### src/rtl/gbuf_tile_reader.sv
// Read initiator for the single-port global buffer: walks a 2-D tile in row-major order and
// streams the words out over valid/ready, hiding the GB's 1-cycle read latency with a 2-deep FIFO.
module gbuf_tile_reader #(
    parameter int unsigned ADDR_BITS = 8,
    parameter int unsigned DATA_BITS = 8,
    parameter int unsigned DIM_BITS  = 4
) (
    input  logic                 clk,
    input  logic                 rst,
    input  logic                 start_i,
    input  logic [ADDR_BITS-1:0] base_addr_i,
    input  logic [DIM_BITS-1:0]  rows_i,
    input  logic [DIM_BITS-1:0]  cols_i,
    input  logic [DIM_BITS-1:0]  stride_i,
    output logic                 busy_o,
    output logic                 done_o,
    output logic                 gb_wr_en_o,
    output logic [ADDR_BITS-1:0] gb_index_o,
    output logic [DATA_BITS-1:0] gb_data_in_o,
    input  logic [DATA_BITS-1:0] gb_data_out_i,
    output logic                 out_valid_o,
    input  logic                 out_ready_i,
    output logic [DATA_BITS-1:0] out_data_o,
    output logic                 out_last_o,
    output logic                 out_row_last_o
);

    typedef enum logic [1:0] {StIdle, StIssue, StDrain, StDone} state_e;

    state_e               state_q;
    logic [ADDR_BITS-1:0] row_start_q;
    logic [DIM_BITS-1:0]  col_q, row_q;
    logic [DIM_BITS-1:0]  rows_q, cols_q, stride_q;
    logic [ADDR_BITS-1:0] idx_q;
    logic                 inflight_q, infl_last_q, infl_row_last_q;

    logic [DATA_BITS-1:0] fifo_data_q [2];
    logic                 fifo_last_q [2];
    logic                 fifo_rlast_q [2];
    logic                 rd_ptr_q, wr_ptr_q;
    logic [1:0]           count_q;

    logic                 pop, issue, col_last, row_last;
    logic [2:0]           occ;
    logic [ADDR_BITS-1:0] cur_addr;

    always_comb begin
        out_valid_o = (count_q != 2'd0);
        pop         = out_valid_o & out_ready_i;
        // Slots committed after this cycle's pop: stored words plus the read still in flight.
        occ         = 3'(count_q) + 3'(inflight_q) - 3'(pop);
        issue       = (state_q == StIssue) && (occ < 3'd2);
        col_last    = (col_q == cols_q - DIM_BITS'(1));
        row_last    = (row_q == rows_q - DIM_BITS'(1));
        cur_addr    = row_start_q + ADDR_BITS'(col_q);
        gb_index_o  = issue ? cur_addr : idx_q;
    end

    assign out_data_o     = fifo_data_q[rd_ptr_q];
    assign out_last_o     = fifo_last_q[rd_ptr_q];
    assign out_row_last_o = fifo_rlast_q[rd_ptr_q];
    assign busy_o         = (state_q != StIdle);
    assign done_o         = (state_q == StDone);
    assign gb_wr_en_o     = 1'b0;
    assign gb_data_in_o   = '0;

    always_ff @(posedge clk or posedge rst) begin
        if (rst) begin
            state_q         <= StIdle;
            row_start_q     <= '0;
            col_q           <= '0;
            row_q           <= '0;
            rows_q          <= '0;
            cols_q          <= '0;
            stride_q        <= '0;
            idx_q           <= '0;
            inflight_q      <= 1'b0;
            infl_last_q     <= 1'b0;
            infl_row_last_q <= 1'b0;
            rd_ptr_q        <= 1'b0;
            wr_ptr_q        <= 1'b0;
            count_q         <= 2'd0;
            for (int i = 0; i < 2; i++) begin
                fifo_data_q[i]  <= '0;
                fifo_last_q[i]  <= 1'b0;
                fifo_rlast_q[i] <= 1'b0;
            end
        end else begin
            idx_q           <= gb_index_o;
            inflight_q      <= issue;
            infl_row_last_q <= issue & col_last;
            infl_last_q     <= issue & col_last & row_last;

            // The word addressed last cycle is on gb_data_out now.
            if (inflight_q) begin
                fifo_data_q[wr_ptr_q]  <= gb_data_out_i;
                fifo_last_q[wr_ptr_q]  <= infl_last_q;
                fifo_rlast_q[wr_ptr_q] <= infl_row_last_q;
                wr_ptr_q               <= ~wr_ptr_q;
            end
            if (pop) begin
                rd_ptr_q <= ~rd_ptr_q;
            end
            count_q <= count_q + 2'(inflight_q) - 2'(pop);

            case (state_q)
                StIdle: begin
                    if (start_i) begin
                        row_start_q <= base_addr_i;
                        rows_q      <= rows_i;
                        cols_q      <= cols_i;
                        stride_q    <= stride_i;
                        col_q       <= '0;
                        row_q       <= '0;
                        if (rows_i == '0 || cols_i == '0) begin
                            state_q <= StDone;
                        end else begin
                            state_q <= StIssue;
                        end
                    end
                end
                StIssue: begin
                    if (issue) begin
                        if (col_last) begin
                            col_q       <= '0;
                            row_q       <= row_q + DIM_BITS'(1);
                            row_start_q <= row_start_q + ADDR_BITS'(stride_q);
                            if (row_last) begin
                                state_q <= StDrain;
                            end
                        end else begin
                            col_q <= col_q + DIM_BITS'(1);
                        end
                    end
                end
                StDrain: begin
                    // occ==0 means the final element handshakes this cycle.
                    if (occ == 3'd0) begin
                        state_q <= StDone;
                    end
                end
                StDone: begin
                    state_q <= StIdle;
                end
                default: begin
                    state_q <= StIdle;
                end
            endcase
        end
    end

endmodule

### config.mk
export PLATFORM = sky130hd
export DESIGN_NAME = gbuf_tile_reader
export DESIGN_NICKNAME = d
export VERILOG_FILES = /design/src/rtl/gbuf_tile_reader.sv
export SDC_FILE = /design/constraint.sdc
export NUM_CORES = 1
export LEC_CHECK = 0
export CAP_MARGIN = 20
export CORE_MARGIN = 4
export CORE_UTILIZATION = 57
export CTS_CLUSTER_SIZE = 24
export DETAILED_ROUTE_END_ITERATION = 8
export MAX_ROUTING_LAYER = met4
export PLACE_DENSITY = 0.92
export SYNTH_ARGS = -nofsm -noshare
export SYNTH_HDL_FRONTEND = slang
export SYNTH_SLANG_ARGS = --single-unit
### constraint.sdc
create_clock -name clk -period 13.7 [get_ports clk]
set_clock_uncertainty 0.2 [all_clocks]
set_input_delay 4.11 -clock clk [delete_from_list [all_inputs] [get_ports clk]]
set_output_delay 4.11 -clock clk [all_outputs]
set_load 0.01 [all_outputs]
==> impl_metrics.toml, run 1 <==
[die]
chipHeight_um = 86.5
die_x_um = 86.5
design.portCount = 62
floorplan.initialDensity = 0.590
design.core.area_mm2 = 0.00596
die-area_mm2 = 0.00749
placement_rows = 28

[yosys]
synth_compound_gate_area_share = 0.0951
main_combinational_cell_family_by_area_after_synthesis = "multiplexers"
async_s_r_ff_share_synth = 1.00
post_synth_xor_area_fraction = 0.0498
synth.yosys.seq_area_share = 0.463
synth.top_cells.by_area = "sky130_fd_sc_hd__dfrtp_1 (46%), sky130_fd_sc_hd__mux2_2 (16%), sky130_fd_sc_hd__ha_1 (6.4%)"
cell_area_after_synthesis_mm2 = 0.00351
post_synth_fa_ha_maj_area_fraction = 0.0812
synth-main-ff-cell = "sky130_fd_sc_hd__dfrtp_1"
synthesis_stage_register_bit_count = 65
synth.top_cell.area_share = 0.463
synth_largest_area_cell = "sky130_fd_sc_hd__dfrtp_1"
avgSynthCellArea_um2 = 11.3
yosysWarnings = 0
yosys-mux-area-fraction = 0.171
synth-edff-count = 0
synth_cell_types = 46
postSynthCellCount = 311
synth_simple_gate_area_share = 0.0840

[sta]
grt_setup_unrepaired = "false"
achievable-frequency_mhz = 85.6
setup_total_negative_slack_ns = 0
final_period_minus_worst_setup_slack_ns = 11.69
max_slew_margin = 0.383
hold_viol = 0
period_share = 0.853
finalSetupViolCount = 0
fin_max_slew_vios = 0
timing.hold.ws_ns = 0.282
tightest_pin_transition_ns = 0.924

[detailed_routing]
ant_nets = 0
drcViolationCount = 0
drt_first_pass_iters = 4
vias = 2427
drt_wl_total_um = 6830
top_layer_used = "met4"
route.detailed.vias_per_inst = 5.44
m1WireLength_um = 2820
drt_iter0_markers = 85
wl_per_cell_um = 15.3
detailroute.wirelength.met2_um = 3480
wl_met3_um = 388

[clocking]
post_cts_buffers = 0
tritoncts_num_sinks = 65
clock_tree.buffer_depth = 2
worst_skew_pair.late_latency_ns = 0.35
worst_setup_hold_path_clk_slew_ns = 0.07
holdBufCountCts = 0
cts_root_buffer_type = "sky130_fd_sc_hd__clkbuf_8"
cts_resized = 0
tritoncts_clock_tree = "built"
cts_inserted_buffers = 9
cts-htree-levels = 3

[worst_setup_path]
crit_path_start_kind = "primary input"
timing.reg2reg.setup_slack_ns = 10.30
worst_endpoint_data_arrival_time_ns = 7.38
worstPathMaxFanout = 16
critPathKind = "in -> out"
crit_required_ns = 9.39
worst_setup_path_end_kind = "output pin"

[worst_hold_path]
hold_path.class = "reg -> reg"

[power]
p_leak_nw = 1.97
power_density_mw_per_mm2 = 189
max_rail_drop_vdd_uv = 114

[global_route]
grt_first_pass_wirelength_um = 11600
globalRouteTotalUtil = 0.205
grt_max_degree = 66
globalRoute.totalOverflow = 0
vias_in_the_first_global_route = 2570
grt_antenna_before_repair = 0

[finish]
layout.cells.most_common = "sky130_fd_sc_hd__dfrtp_1"
drive_gt1_frac = 0.189
layout.nets = 419
area_delta_synth_final_pct = 21.8
n_fill_cell = 450
most-common-layout-cells = "sky130_fd_sc_hd__dfrtp_1 (65), sky130_fd_sc_hd__clkdlybuf4s50_1 (52), sky130_fd_sc_hd__mux2_2 (49), sky130_fd_sc_hd__nand2_1 (23), sky130_fd_sc_hd__inv_1 (23)"
insertedDiodeCount = 0

[run]
maxCapViolations = 0

[outcome]
run_status = "finished clean"

[placement]
dpl.hpwl_um = 5060
globalplace.congestion = 0.808
port-buffer-count = 52
[worst paths after layout]
path                             start              to  cells past startpoint
max                        out_ready_i   gb_index_o[5]                     12
min                           idx_q[0]        idx_q[0]                      2
max reg2reg                 count_q[1]  row_start_q[0]                     12
min reg2reg                   idx_q[0]        idx_q[0]                      2
max in group asynchronous          rst     stride_q[3]                      3
min in group asynchronous          rst  fifo_data_q[4]                      3
[logic make-up (layout without fill, tap and decap cells)]
kind of cell | after synthesis | after routing
AO/OA/AOI/OAI | 49 | 49
XOR/XNOR | 20 | 20
adder cells (fa/ha/maj) | 21 | 21
buffers and inverters | 42 | 94
flip-flops | 65 | 65
multiplexers | 54 | 54
other | 1 | 9
AND/OR/NAND/NOR | 59 | 59
[state kept, by name, summed over array words and instances, names as in the netlist]
name	cells
col_q	4
cols_q	4
count_q	2
fifo_data_q	16
fifo_last_q	2
fifo_rlast_q	2
idx_q	8
infl_last_q	1
infl_row_last_q	1
inflight_q	1
rd_ptr_q	1
row_q	4
row_start_q	8
rows_q	4
state_q	2
stride_q	4
wr_ptr_q	1
[stage by stage]
step           utilization  setup WS (ns)  cells  instance area [um2]  power (mW)
2_1_floorplan            -           3.31    319                 3540       0.491
3_3_place_gp         0.682           2.08    429                 4060       0.619
3_5_place_dp         0.682           2.00    429                 4060       0.636
4_1_cts              0.718           1.99    445                 4270       0.812
5_1_grt              0.719           1.77    446                 4280       0.868
6_report             0.719           2.01    446                 4280       0.810
[where the power goes]
part	total, mW	internal [mW]	switching (mW)
sequential	0.282	0.244	0.0378
clock	0.175	0.101	0.0736
combinational	0.353	0.185	0.167
[final cells by class]
type	count	area [um2]	area share
inverters	24	90.1	0.0210
clock inverters	6	82.6	0.0193
flip-flops and latches	65	1630	0.380
multi-input cells	212	1730	0.403
repair buffers	54	536	0.125
well taps	75	93.8	0.0219
clock buffers	10	128	0.0298
[cells in the mapped netlist, drive strengths merged (2+ instances only)]
cell / n
dfrtp: 65
o22ai: 4
mux2i: 5
xnor2: 11
nand4: 2
nor4: 2
o21bai: 2
nor3: 3
o211ai: 2
xor2: 9
clkbuf: 6
a22o: 2
nor2b: 4
nor2: 8
mux2: 49
nand2b: 3
a21o: 5
or4: 2
a21oi: 2
inv: 24
nand2: 23
fa: 3
or3: 3
o21ai: 13
ha: 18
a2bb2oi: 3
nand3: 5
o31ai: 3
buf: 12
a211oi: 6
[per-layer routing]
layer  global-route usage  vias to the layer above
li1                     -                     1179
met1                0.242                     1154
met2                0.339                       80
met3               0.0418                       14
met4               0.0935                        0
met5                    -                        -
[critical path, stage by stage]
cell	delay (ns)
sky130_fd_sc_hd__clkdlybuf4s50_1	0.39
sky130_fd_sc_hd__and2_1	0.16
sky130_fd_sc_hd__ha_1	0.27
sky130_fd_sc_hd__inv_1	0.04
sky130_fd_sc_hd__ha_1	0.18
sky130_fd_sc_hd__fa_1	0.38
sky130_fd_sc_hd__xnor2_1	0.16
sky130_fd_sc_hd__nor2_1	0.12
sky130_fd_sc_hd__nand2_1	0.28
sky130_fd_sc_hd__or4_1	0.59
sky130_fd_sc_hd__nand3_1	0.12
sky130_fd_sc_hd__clkdlybuf4s50_1	0.57
(Power assumes the default switching activity.)
==> run 2: changes to the inputs <==
Settings changed: CAP_MARGIN 20 to unset.
==> run 2 against run 1 <==
Compared with the run above:
- final area is 0.18% lower
- maximum frequency hardly changed
- sequential share of layout area is 0.067 points higher
- critical path depth stayed put
- clock power hardly changed
- critical path type unchanged
- largest cell class unchanged
- largest power group unchanged
==> impl_metrics.toml, run 2 (synthesized netlist as in run 1, its figures left out) <==
[detailed_routing]
drt_first_pass_iters = 4
drt_wl_total_um = 6820
wl_per_cell_um = 15.3
drcViolationCount = 0
vias = 2434
ant_nets = 0
route.detailed.vias_per_inst = 5.47
drt_iter0_markers = 68

[sta]
max_slew_margin = 0.270
final_period_minus_worst_setup_slack_ns = 11.68
period_share = 0.853
hold_viol = 0
setup_total_negative_slack_ns = 0
final_critical_path_setup_slack_ns = 2.02
finalSetupViolCount = 0
timing.hold.ws_ns = 0.281
fin_max_slew_vios = 0
grt_setup_unrepaired = "false"
tightest_pin_transition_ns = 1.09
achievable-frequency_mhz = 85.6

[finish]
registers.top_by_ff_count = "fifo_data_q"
most-common-layout-cells = "sky130_fd_sc_hd__dfrtp_1 (65), sky130_fd_sc_hd__clkdlybuf4s50_1 (52), sky130_fd_sc_hd__mux2_2 (49), sky130_fd_sc_hd__nand2_1 (23), sky130_fd_sc_hd__inv_1 (23)"
layout.nets = 418
drive_gt1_frac = 0.186
area_delta_synth_final_pct = 21.6
utilization = 0.718
largest_registers = "fifo_data_q: 16 flops, idx_q: 8 flops, row_start_q: 8 flops"
n_fill_cell = 449
layout.cells.most_common = "sky130_fd_sc_hd__dfrtp_1"
largest_register_ff_count = 16
finalNonFillerCells = 445
final_design_area_no_fill_mm2 = 0.00427
insertedDiodeCount = 0

[worst_setup_path]
crit_required_ns = 9.39
worstPathMaxFanout = 16
critical-path-slowest-cell = "sky130_fd_sc_hd__or4_1"
worstPathBufferInverterCount = 3
critPathTopFamily = "simple AND/OR/NAND/NOR gates"
worst_path_largest_cell_delay_ns = 0.59
crit_chain = "clkdlybuf4s50_1, and2_1, ha_1, inv_1, ha_1, fa_1, xnor2_1, nor2_1, nand2_1, or4_1, nand3_1, clkdlybuf4s50_1"
worst_endpoint_data_arrival_time_ns = 7.37
critPathKind = "in -> out"
crit_path_start_kind = "primary input"
worst_setup_path_end_kind = "output pin"

[worst_hold_path]
hold_path.class = "reg -> reg"

[die]
design.core.area_mm2 = 0.00596
placement_rows = 28
die-area_mm2 = 0.00749
die_x_um = 86.5
chipHeight_um = 86.5
floorplan.initialDensity = 0.590
design.portCount = 62

[global_route]
grt_max_degree = 66
globalRoute.totalOverflow = 0
globalRouteTotalUtil = 0.205
grt_antenna_before_repair = 0
vias_in_the_first_global_route = 2570
grt_first_pass_wirelength_um = 11600

[clocking]
holdBufCountCts = 0
tritoncts_clock_tree = "built"
worst_setup_hold_path_clk_slew_ns = 0.07
tritoncts_num_sinks = 65
cts_root_buffer_type = "sky130_fd_sc_hd__clkbuf_8"
cts_inserted_buffers = 9
cts-htree-levels = 3
worst_skew_pair.late_latency_ns = 0.34
post_cts_buffers = 0
clock_tree.buffer_depth = 2
cts_resized = 0

[power]
power_density_mw_per_mm2 = 188
power_mw = 0.805
max_rail_drop_vdd_uv = 113
p_leak_nw = 1.97

[placement]
place_area_mm2 = 0.00406
port-buffer-count = 52
globalplace.congestion = 0.808
dpl.hpwl_um = 5060
dp_cells = 429
preCtsSetupSlack_ns = 2.00

[outcome]
run_status = "finished clean"

[run]
maxCapViolations = 0
run 2: routing by layer:
| metal | vias to the layer above | wire (um) | track usage |
|---|---|---|---|
| met5 | - | 0 | - |
| met4 | 0 | 135 | 0.0935 |
| met3 | 14 | 372 | 0.0418 |
| met2 | 73 | 3500 | 0.339 |
| met1 | 1174 | 2820 | 0.242 |
| li1 | 1173 | - | - |
run 2: area by class of cell:
class                   count  area, um2  share of cell area
clock buffers              10        128              0.0299
multi-input cells         212       1730               0.404
clock inverters             6       82.6              0.0193
inverters                  24       90.1              0.0211
flip-flops and latches     65       1630               0.381
well taps                  75       93.8              0.0220
repair buffers             53        528               0.124
run 2: final timing paths:
kind                        startpoint        endpoint  slack (ns)  cells after the start
max reg2reg                 count_q[1]  row_start_q[0]        9.90                     12
min reg2reg                   idx_q[0]        idx_q[0]        0.28                      2
max                        out_ready_i   gb_index_o[5]        2.02                     12
max in group asynchronous          rst  row_start_q[0]        8.65                      3
min                           idx_q[0]        idx_q[0]        0.28                      2
min in group asynchronous          rst  fifo_data_q[4]        4.12                      3
run 2: worst register-to-register path, delay by kind of cell (launching register included):
kind                     cells  cell delay, ns
AND/OR/NAND/NOR              3            0.86
adder cells (fa/ha/maj)      3            0.83
flip-flops                   1            0.40
AO/OA/AOI/OAI                2            0.70
buffers and inverters        2            0.15
multiplexers                 1            0.40
XOR/XNOR                     1            0.16
run 2: where the power goes:
group          switching, mW  internal [mW]  leakage, nW
Sequential            0.0379          0.244        0.829
Combinational          0.167          0.181         1.03
Clock                 0.0727          0.102        0.106
Total                  0.278          0.527         1.97
==> run 3: changes to the inputs <==
Settings changed: ABC_AREA set to 1, CORE_UTILIZATION 57 to 58, PLACE_DENSITY 0.92 to 0.93.
==> run 3 against run 2 <==
Compared with the run above:
- register-to-register slack better by 0.77 ns
- synthesized cell count up 49%
- die area up 3.3%
- clock power is 9% lower
- power grew 28%
- combinational power rose by 55%
==> impl_metrics.toml, run 3 <==
[outcome]
run_status = "finished clean"

[clocking]
holdBufCountCts = 0
worst_setup_hold_path_clk_slew_ns = 0.07
tritoncts_clock_tree = "built"
post_cts_buffers = 0
cts_resized = 0
cts_inserted_buffers = 9
worst_skew_pair.late_latency_ns = 0.35
cts_root_buffer_type = "sky130_fd_sc_hd__clkbuf_8"
clock_tree.buffer_depth = 2
cts-htree-levels = 3
tritoncts_num_sinks = 65

[power]
p_leak_nw = 2.29
p_int_mw = 0.587
power_density_mw_per_mm2 = 233
comb_power_frac = 0.521
share_seq_of_total_power = 0.325
power.switching_fraction = 0.432
p_switching_mw = 0.446
max_rail_drop_vdd_uv = 179
power.clock.fraction = 0.154

[finish]
n_fill_cell = 446
most-common-layout-cells = "sky130_fd_sc_hd__nand2_1 (155), sky130_fd_sc_hd__dfrtp_1 (65), sky130_fd_sc_hd__inv_1 (54), sky130_fd_sc_hd__clkdlybuf4s50_1 (52), sky130_fd_sc_hd__o21ai_0 (36)"
drive_gt1_frac = 0.0944
multi_input_area_mm2 = 0.00174
largest_register_ff_count = 16
insertedDiodeCount = 0
area_delta_synth_final_pct = 19.3
layout.cells.most_common = "sky130_fd_sc_hd__nand2_1"
final_design_area_no_fill_mm2 = 0.00442
layout.nets = 567
finalNonFillerCells = 594
area.sequential_mm2 = 0.00163
registers.top_by_ff_count = "fifo_data_q"
largest_registers = "fifo_data_q: 16 flops, idx_q: 8 flops, row_start_q: 8 flops"

[yosys]
avgSynthCellArea_um2 = 8.00
synthesis_stage_register_bit_count = 65
synth_largest_area_cell = "sky130_fd_sc_hd__dfrtp_1"
async_s_r_ff_share_synth = 1.00
synth.top_cell.area_share = 0.439
postSynthCellCount = 463
ys_top_cells_by_count = "sky130_fd_sc_hd__nand2_1 (155), sky130_fd_sc_hd__dfrtp_1 (65), sky130_fd_sc_hd__inv_1 (55)"
synth.top_cells.by_area = "sky130_fd_sc_hd__dfrtp_1 (44%), sky130_fd_sc_hd__nand2_1 (16%), sky130_fd_sc_hd__ha_1 (6.1%)"
synth.yosys.seq_area_share = 0.439
synth-edff-count = 0
synth_most_common_cell = "sky130_fd_sc_hd__nand2_1"
synth_cell_types = 33
yosysWarnings = 0
synth-main-ff-cell = "sky130_fd_sc_hd__dfrtp_1"
cell_area_after_synthesis_mm2 = 0.00371

[die]
floorplan.initialDensity = 0.611
die_x_um = 87.9
design.portCount = 62
die-area_mm2 = 0.00773
chipHeight_um = 87.9
placement_rows = 28
design.core.area_mm2 = 0.00606

[placement]
port-buffer-count = 52
globalplace.congestion = 0.906
place_area_mm2 = 0.00424
dpl.hpwl_um = 5690
preCtsSetupSlack_ns = 2.35
dp_cells = 578

[worst_setup_path]
critPathKind = "in -> out"
crit_required_ns = 9.39
worstPathMaxFanout = 13
worst_setup_path_end_kind = "output pin"
r2r_cells = 17
worst_endpoint_data_arrival_time_ns = 7.02
crit_path_start_kind = "primary input"

[global_route]
globalRouteTotalUtil = 0.228
grtUsageMet1 = 0.252
globalRoute.totalOverflow = 0
use_met2 = 0.393
grt_antenna_before_repair = 0
grt_first_pass_wirelength_um = 13200
grt_most_used_layer = "met2"
globalRouteMet3Util = 0.0442
grt_max_degree = 66
vias_in_the_first_global_route = 3059

[sta]
max_slew_margin = 0.450
final_critical_path_setup_slack_ns = 2.37
hold_viol = 0
fin_max_slew_vios = 0
setup_total_negative_slack_ns = 0
period_share = 0.827
grt_setup_unrepaired = "false"
achievable-frequency_mhz = 88.3
final_period_minus_worst_setup_slack_ns = 11.33
finalSetupViolCount = 0
tightest_pin_transition_ns = 0.825

[detailed_routing]
vias = 3100
wl_per_cell_um = 13.1
route.detailed.vias_per_inst = 5.22
drt_iter0_markers = 172
drt_first_pass_iters = 4
drcViolationCount = 0
ant_nets = 0
drt_wl_total_um = 7770

[run]
maxCapViolations = 0

[worst_hold_path]
min_delay_path_depth = 2
hold_path.class = "reg -> reg"
[run 3: changes by cell type in the layout (fill, tap and decap cells not counted), moves of 7 or more]
cell	delta
sky130_fd_sc_hd__nand2_1	+132
sky130_fd_sc_hd__mux2_2	-36
sky130_fd_sc_hd__inv_1	+31
sky130_fd_sc_hd__o21ai_0	+23
sky130_fd_sc_hd__nand3_1	+22
sky130_fd_sc_hd__inv_2	+9
sky130_fd_sc_hd__nor2_1	+7
[run 3: worst paths after layout]
path                        startpoint             end  slack (ns)
min reg2reg                   idx_q[0]        idx_q[0]        0.28
max reg2reg                 count_q[1]  row_start_q[3]       10.67
min                           idx_q[0]        idx_q[0]        0.28
max                        out_ready_i   gb_index_o[5]        2.37
max in group asynchronous          rst        idx_q[6]        8.62
min in group asynchronous          rst  fifo_data_q[0]        4.09
[run 3: cell families (layout without fill, tap and decap cells)]
| family | Yosys count | in the layout | synth area share |
|---|---|---|---|
| other | 1 | 9 | 0.00101 |
| and+or+nand+nor | 212 | 212 | 0.239 |
| xor gates and xnor gates | 11 | 11 | 0.0260 |
| muxes | 14 | 14 | 0.0422 |
| buffers and inverters | 86 | 134 | 0.0996 |
| AOI/OAI and AO/OA | 53 | 53 | 0.0766 |
| adders and majority gates | 21 | 21 | 0.0770 |
| DFF | 65 | 65 | 0.439 |
[run 3: area by class of cell]
class / instances / share of cell area
flip-flops and latches: 65 / 0.368
clock inverters: 5 / 0.0127
inverters: 65 / 0.0557
multi-input cells: 320 / 0.393
repair buffers: 53 / 0.119
clock buffers: 11 / 0.0297
well taps: 75 / 0.0212
[run 3: per-layer routing]
| metal | part of all wire | vias to the layer above |
|---|---|---|
| met1 | 0.41 | 1448 |
| met3 | 0.057 | 16 |
| met4 | 0.022 | 0 |
| met5 | 0 | - |
| met2 | 0.51 | 92 |
| li1 | - | 1544 |
[run 3: critical path, stage by stage]
cell and delay, ns:
sky130_fd_sc_hd__clkdlybuf4s50_1 0.39, sky130_fd_sc_hd__nand2_1 0.10, sky130_fd_sc_hd__inv_1 0.05, sky130_fd_sc_hd__ha_1 0.26, sky130_fd_sc_hd__inv_1 0.04, sky130_fd_sc_hd__ha_1 0.19, sky130_fd_sc_hd__fa_1 0.49, sky130_fd_sc_hd__inv_1 0.10
sky130_fd_sc_hd__nand3_2 0.10, sky130_fd_sc_hd__nor2_4 0.19, sky130_fd_sc_hd__inv_2 0.14, sky130_fd_sc_hd__a21oi_1 0.14, sky130_fd_sc_hd__o21ai_0 0.09, sky130_fd_sc_hd__nand2_1 0.08, sky130_fd_sc_hd__clkdlybuf4s50_1 0.54
[run 3: stage by stage]
step / hold slack [ns] / total power, mW / utilization
after floorplan: 0.248 / 0.704 / -
after global placement: 0.259 / 0.838 / 0.699
after detailed placement: 0.259 / 0.875 / 0.699
after CTS: 0.276 / 1.04 / 0.730
after global routing: 0.305 / 1.13 / 0.730
final: 0.278 / 1.03 / 0.730
[run 3: power groups by stage]
stage          registers [mW]  clock network [mW]  logic (mW)
3_3_place_gp            0.332                   0       0.506
6_report                0.335               0.159       0.538
5_1_grt                 0.345               0.169       0.612
4_1_cts                 0.334               0.161       0.541
3_5_place_dp            0.337                   0       0.537
2_1_floorplan           0.312                   0       0.392
